[config.mk]
export PLATFORM = sky130hd
export DESIGN_NAME = vga_mode_ctrl
export DESIGN_NICKNAME = d
export VERILOG_FILES = /design/src/rtl/vga_ctrl_pkg.sv /design/src/rtl/vga_mode_ctrl_debounce.sv /design/src/rtl/vga_mode_ctrl.sv
export SDC_FILE = /design/constraint.sdc
export NUM_CORES = 1
export LEC_CHECK = 0
export BUFFER_PORTS_ARGS = -buffer_cell sky130_fd_sc_hd__buf_4
export CAP_MARGIN = 20
export CORE_ASPECT_RATIO = 0.75
export CORE_MARGIN = 10
export CORE_UTILIZATION = 62
export CTS_BUF_LIST = sky130_fd_sc_hd__clkbuf_8 sky130_fd_sc_hd__clkbuf_16
export DETAILED_ROUTE_END_ITERATION = 10
export PLACE_DENSITY = 0.84
export SLEW_MARGIN = 20
export SYNTH_ARGS = -nofsm -noshare
export SYNTH_HDL_FRONTEND = slang
export SYNTH_SLANG_ARGS = --single-unit
[constraint.sdc]
create_clock -name sysclk -period 3.55 [get_ports sysclk]
set_input_delay 0.1775 -clock sysclk [delete_from_list [all_inputs] [get_ports sysclk]]
set_output_delay 0.1775 -clock sysclk [all_outputs]
set_load 0.02 [all_outputs]
[src/rtl/vga_ctrl_pkg.sv]
`default_nettype none
// ============================================================================
//  Module   : vga_ctrl_pkg
//  Purpose  : Shared constants, mode encoding and the step/clamp helper used
//             by the vgadriver front-panel controller.
//  Contents : H_ACTIVE, V_ACTIVE, BOX_SIZE, STEP, mode_e, X_MAX/Y_MAX,
//             X_INIT/Y_INIT, step_clamp()
//  Revision : 1.0  initial release
// ============================================================================
package vga_ctrl_pkg;

   localparam int H_ACTIVE = 640;
   localparam int V_ACTIVE = 480;
   localparam int BOX_SIZE = 32;
   localparam int STEP     = 8;

   typedef enum logic {
      MODE_COLOUR = 1'b0,
      MODE_MOVE   = 1'b1
   } mode_e;

   localparam logic [9:0] X_MAX  = 10'(H_ACTIVE - BOX_SIZE);
   localparam logic [9:0] Y_MAX  = 10'(V_ACTIVE - BOX_SIZE);
   localparam logic [9:0] X_INIT = 10'((H_ACTIVE - BOX_SIZE) / 2);
   localparam logic [9:0] Y_INIT = 10'((V_ACTIVE - BOX_SIZE) / 2);

   localparam logic signed [10:0] STEP_S = 11'(STEP);

   // Move one axis by +STEP (inc only), -STEP (dec only) or not at all
   // (both/neither). The sum is formed in 11-bit signed so a step below zero
   // is seen as negative and clamped instead of wrapping to a large value.
   function automatic logic [9:0] step_clamp(
      input logic [9:0] i_pos,
      input logic       i_inc,
      input logic       i_dec,
      input logic [9:0] i_max
   );
      logic signed [10:0] w_sum;
      logic        [9:0]  w_res;
      w_sum = $signed({1'b0, i_pos});
      if (i_inc && !i_dec) begin
         w_sum = w_sum + STEP_S;
      end else if (i_dec && !i_inc) begin
         w_sum = w_sum - STEP_S;
      end
      if (w_sum < 11'sd0) begin
         w_res = '0;
      end else if (w_sum > $signed({1'b0, i_max})) begin
         w_res = i_max;
      end else begin
         w_res = w_sum[9:0];
      end
      return w_res;
   endfunction

endpackage
`default_nettype wire

[src/rtl/vga_mode_ctrl_debounce.sv]
`default_nettype none
// ============================================================================
//  Module   : button_debounce
//  Purpose  : 2-flop synchroniser, stability counter and rising-edge press
//             pulse for one raw front-panel button.
//  Ports    : clk      in  1  system clock
//             rst      in  1  asynchronous active-high reset
//             i_raw    in  1  raw (asynchronous, bouncing) button level
//             o_press  out 1  one-cycle pulse when the debounced level rises
//  Revision : 1.0  initial release
// ============================================================================
module button_debounce #(
   parameter int DEBOUNCE_CYCLES = 4
) (
   input  logic clk,
   input  logic rst,
   input  logic i_raw,
   output logic o_press
);

   localparam int            CW       = (DEBOUNCE_CYCLES > 1) ? $clog2(DEBOUNCE_CYCLES) : 1;
   localparam logic [CW-1:0] CNT_LAST = CW'(DEBOUNCE_CYCLES - 1);

   logic          r_s1;
   logic          r_s2;
   logic          r_level;
   logic          r_press;
   logic [CW-1:0] r_cnt;

   // The counter only advances while the synced level disagrees with the
   // accepted level; any return to agreement restarts it, so a glitch shorter
   // than DEBOUNCE_CYCLES never reaches the flip.
   always_ff @(posedge clk or posedge rst) begin
      if (rst) begin
         r_s1    <= 1'b0;
         r_s2    <= 1'b0;
         r_level <= 1'b0;
         r_press <= 1'b0;
         r_cnt   <= '0;
      end else begin
         r_s1    <= i_raw;
         r_s2    <= r_s1;
         r_press <= 1'b0;
         if (r_s2 == r_level) begin
            r_cnt <= '0;
         end else if (r_cnt == CNT_LAST) begin
            r_cnt   <= '0;
            r_level <= r_s2;
            r_press <= r_s2;
         end else begin
            r_cnt <= r_cnt + CW'(1);
         end
      end
   end

   assign o_press = r_press;

endmodule
`default_nettype wire

[src/rtl/vga_mode_ctrl.sv]
`default_nettype none
// ============================================================================
//  Module   : vga_mode_ctrl
//  Purpose  : Front-panel controller for vgadriver. Debounces the buttons,
//             runs the colour/move mode FSM and produces the box fill colour
//             and position. Position changes commit only on frame_start.
//  Ports    : sysclk, reset                    clock / async active-high reset
//             change_button, set               raw buttons (mode toggle, colour latch)
//             R, G, B                          raw colour switches
//             North, South, East, West         raw direction buttons
//             frame_start                      1-cycle pulse at vertical blank
//             mode, mode_changed               current mode / toggle pulse
//             fill_rgb[2:0], box_x[9:0], box_y[9:0]
//  Revision : 1.0  initial release
// ============================================================================
module vga_mode_ctrl
   import vga_ctrl_pkg::*;
#(
   parameter int DEBOUNCE_CYCLES = 4
) (
   input  logic       sysclk,
   input  logic       reset,
   input  logic       change_button,
   input  logic       set,
   input  logic       R,
   input  logic       G,
   input  logic       B,
   input  logic       North,
   input  logic       South,
   input  logic       East,
   input  logic       West,
   input  logic       frame_start,
   output logic       mode,
   output logic       mode_changed,
   output logic [2:0] fill_rgb,
   output logic [9:0] box_x,
   output logic [9:0] box_y
);

   // Button vector layout; the low four bits line up with the pend flags.
   localparam int BTN_CHANGE = 5;
   localparam int BTN_SET    = 4;
   localparam int BTN_N      = 3;
   localparam int BTN_S      = 2;
   localparam int BTN_E      = 1;
   localparam int BTN_W      = 0;

   logic [5:0] w_raw_btn;
   logic [5:0] w_press;
   logic [3:0] w_dir_press;

   logic [2:0] r_rgb_s1;
   logic [2:0] r_rgb_s2;

   mode_e      r_mode;
   logic       r_mode_changed;
   logic [2:0] r_fill_rgb;
   logic [9:0] r_box_x;
   logic [9:0] r_box_y;
   logic [3:0] r_pend;       // {n, s, e, w}

   assign w_raw_btn   = {change_button, set, North, South, East, West};
   assign w_dir_press = w_press[BTN_N:BTN_W];

   generate
      for (genvar gi = 0; gi < 6; gi++) begin : g_debounce
         button_debounce #(
            .DEBOUNCE_CYCLES (DEBOUNCE_CYCLES)
         ) u_button_debounce (
            .clk     (sysclk),
            .rst     (reset),
            .i_raw   (w_raw_btn[gi]),
            .o_press (w_press[gi])
         );
      end
   endgenerate

   // Colour switches are plain levels: synchronise only, no debounce.
   always_ff @(posedge sysclk or posedge reset) begin
      if (reset) begin
         r_rgb_s1 <= '0;
         r_rgb_s2 <= '0;
      end else begin
         r_rgb_s1 <= {R, G, B};
         r_rgb_s2 <= r_rgb_s1;
      end
   end

   // Mode FSM with its datapath. A change press has priority over everything
   // else in the same cycle: it drops a coincident set or commit and clears
   // anything pending so stale moves never apply after a mode round-trip.
   always_ff @(posedge sysclk or posedge reset) begin
      if (reset) begin
         r_mode         <= MODE_COLOUR;
         r_mode_changed <= 1'b0;
         r_fill_rgb     <= 3'b111;
         r_box_x        <= X_INIT;
         r_box_y        <= Y_INIT;
         r_pend         <= '0;
      end else begin
         r_mode_changed <= 1'b0;
         if (w_press[BTN_CHANGE]) begin
            r_mode         <= (r_mode == MODE_COLOUR) ? MODE_MOVE : MODE_COLOUR;
            r_mode_changed <= 1'b1;
            r_pend         <= '0;
         end else begin
            case (r_mode)
               MODE_COLOUR: begin
                  if (w_press[BTN_SET]) begin
                     r_fill_rgb <= r_rgb_s2;
                  end
               end
               MODE_MOVE: begin
                  if (frame_start) begin
                     r_box_x <= step_clamp(r_box_x, r_pend[BTN_E], r_pend[BTN_W], X_MAX);
                     r_box_y <= step_clamp(r_box_y, r_pend[BTN_S], r_pend[BTN_N], Y_MAX);
                     // A press landing on the commit cycle waits for the next frame.
                     r_pend  <= w_dir_press;
                  end else begin
                     r_pend  <= r_pend | w_dir_press;
                  end
               end
               default: begin
                  r_mode <= MODE_COLOUR;
               end
            endcase
         end
      end
   end

   assign mode         = r_mode;
   assign mode_changed = r_mode_changed;
   assign fill_rgb     = r_fill_rgb;
   assign box_x        = r_box_x;
   assign box_y        = r_box_y;

endmodule
`default_nettype wire
==> results.tsv <==
metric	value	unit
worst_pin_slew	0.823	ns
hpwl	3930	um
wl_met3	468	um
dr.max_layer_used	met4	
setup_viol	0	
drt_iter0_drc	110	
core-area	4550	sq um
slew_headroom	45.1	%
wl_per_cell	15.4	um
grt_pass1_wl	9460	um
area_growth	17.8	%
fin_nets	328	
port_buffers	30	
clkSinkCount	65	
final-seq-area	1640	sq um
num_antenna_cells	0	
status	finished, final reports clean	
rsz0062_at_grt	no	
grt_use_total	14.9	%
clock_path_buffers	2	
finalMaxSlewViolations	0	
start_util	65.2	%
synthArstFlopShare	100	%
fin_worst_skew	0.00596	ns
clock_latency	0.34	ns
drive_above_1_share	21.3	%
finalHoldViolCount	0	
ant_nets	0	
hold_path_class	in -> async	
syn_area_per_cell	11.1	sq um
synth_area	2960	sq um
cp-start-kind	flop	
crit_type	reg -> reg	
grt_max_degree	43	
synthDistinctLibCells	54	
cts_tree	built	
final_util	76.8	%
grt-ovfl-total	0	
dieArea	7970	sq um
ios	37	
cts-root-buf	clkbuf_8	
synth_ff_type	dfrtp_1	
fillCellCount	317	
die_h	79.9	um
peakVddDrop	0.561	mV
crit_required	3.77	ns
p_total	2.67	mW
h-tree-depth	3	
path_clk_slew	0.07	ns
crit_fanout	14	
first_pass_iters	4	
vias	2054	
fin_tns_setup	0	ns
yosys_warnings	0	
syn_inst	267	
drc	0	
rows	21	
synth-seq-area-share	55.3	%
p_leak	1.60	nW
power_density	764	nW/um^2
viasPerCell	5.60	
synth_edf_count	0	
end_kind	flop	
wl	5640	um
multi_input_area	1190	sq um
whs	0.00510	ns
cts_buffers	9	
ctsResizeCount	0	
fin_crit_sh	64.9	%
layout_min_cycle_time	2.30	ns
routabilityCongestion	0.853	
reg2reg_depth	6	
grt_pass1_vias	1955	
die_x	99.8	um
antenna_found_initial	0	
worst_ep_arrival_time	2.53	ns
route.met2.wl	2600	um
drv_cap	0	
max_freq	0.434	GHz
synth-seq-cells	65	
wl_met1	2520	um
## cell families (layout without fill, tap and decap cells)
logic type	Yosys count	count (layout)	synth area share, %
and+or+nand+nor	80	80	13.9
DFF	65	65	55.3
AOI/OAI and AO/OA	52	52	12.8
buffers and inverters	33	71	5.20
xor gates and xnor gates	19	19	5.87
adders and majority gates	10	10	4.22
muxes	7	7	2.53
other	1	6	0.127
## critical path, cell delays in order, from the launching register on
cell and delay (ns):
dfrtp_1 0.51, or3b_4 0.47, or4_4 0.43, nor3_1 0.19, a21oi_1 0.14, a31o_1 0.25, a32o_1 0.20
## sequential cells by signal (all words and copies together) (netlist names), 3 cells and up
register	flops
g_debounce.u_button_debounce.r_cnt	12
box_x	7
box_y	7
g_debounce.u_button_debounce.o_press	6
g_debounce.u_button_debounce.r_level	6
g_debounce.u_button_debounce.r_s1	6
g_debounce.u_button_debounce.r_s2	6
r_pend	4
fill_rgb	3
r_rgb_s1	3
r_rgb_s2	3
## Yosys cell counts, types with 2 or more instances
master | count | area (sq um)
mux2i_1 | 3 | 30.0
dfrtp_1 | 56 | 1400
nand3_1 | 3 | 15.0
o21ai_0 | 16 | 80.1
a22oi_1 | 5 | 37.5
mux2_2 | 4 | 45.0
nor3b_1 | 3 | 22.5
dfstp_2 | 9 | 236
a2bb2oi_1 | 2 | 17.5
nand4_1 | 2 | 12.5
ha_1 | 10 | 125
nor3_1 | 8 | 40.0
a31oi_1 | 2 | 12.5
or2_2 | 2 | 12.5
xor2_1 | 5 | 43.8
nand2_1 | 20 | 75.1
o22ai_1 | 4 | 25.0
nor2_1 | 23 | 86.3
xnor2_1 | 13 | 114
buf_4 | 6 | 45.0
inv_1 | 16 | 60.1
o2bb2ai_1 | 2 | 17.5
clkbuf_1 | 10 | 37.5
and2_1 | 3 | 18.8
a32oi_1 | 3 | 26.3
a32o_1 | 4 | 40.0
nand3b_1 | 2 | 15.0
nor2b_1 | 5 | 31.3
## power breakdown
| part | total [mW] | internal (mW) | switching (mW) |
|---|---|---|---|
| Clock | 0.655 | 0.388 | 0.267 |
| Sequential | 1.18 | 0.955 | 0.225 |
| Combinational | 0.830 | 0.391 | 0.439 |
## cell usage in the layout, fill, tap and decap left out, types with 4 or more instances in the layout
master          n
inv_1          16
mux2_2          4
nand2_1        20
conb_1          6
xnor2_1        13
a32o_1          4
dlygate4sd3_1   9
nor3_1          8
ha_1           10
nor2_1         23
buf_4          31
a22oi_1         5
dfrtp_1        56
dfstp_2         9
o22ai_1         4
clkbuf_8        9
xor2_1          5
o21ai_0        16
nor2b_1         5
## metrics by stage
stage               instances  area (sq um)  setup slack (ns)
global route              367          3490              1.06
CTS                       367          3490              1.26
finish                    367          3490              1.25
floorplan                 272          2980              1.49
global placement          343          3190              1.34
detailed placement        343          3190              1.28
## area by class of cell
type                    instances  area share, %
clock buffers                   9           3.55
clock inverters                 6           2.44
inverters                      16           1.72
multi-input cells             174           34.1
flip-flops and latches         65           46.9
well taps                      57           2.04
repair buffers                 40           9.25
## final timing paths
kind                                                                start                                        endpoint  slack (ns)
max                                                 r_pend[1]$_DFFE_PP0P_                            box_x[7]$_DFFE_PP0P_        1.25
min reg2reg                g_debounce[1].u_button_debounce.r_s1$_DFF_PP0_  g_debounce[1].u_button_debounce.r_s2$_DFF_PP0_        0.35
max in group asynchronous                                           reset                            box_y[7]$_DFFE_PP1P_        2.67
min in group sysclk                                           frame_start                           r_pend[0]$_DFFE_PP0P_        0.32
max reg2reg                                         r_pend[1]$_DFFE_PP0P_                            box_x[7]$_DFFE_PP0P_        1.25
min                                                                 reset  g_debounce[0].u_button_debounce.r_s1$_DFF_PP0_       0.005
## what timing repair did
action                                 in CTS  in global routing
buffers inserted                            0                  0
hold buffers                                9                  0
endpoints found under the hold margin       9                  0
## layer usage
layer	GRT usage (%)	up-vias
met5	0	-
met4	4.57	0
met3	7.27	7
met2	22.4	64
met1	18.4	988
li1	-	995
Note: power is estimated with default switching activity, not from simulation.
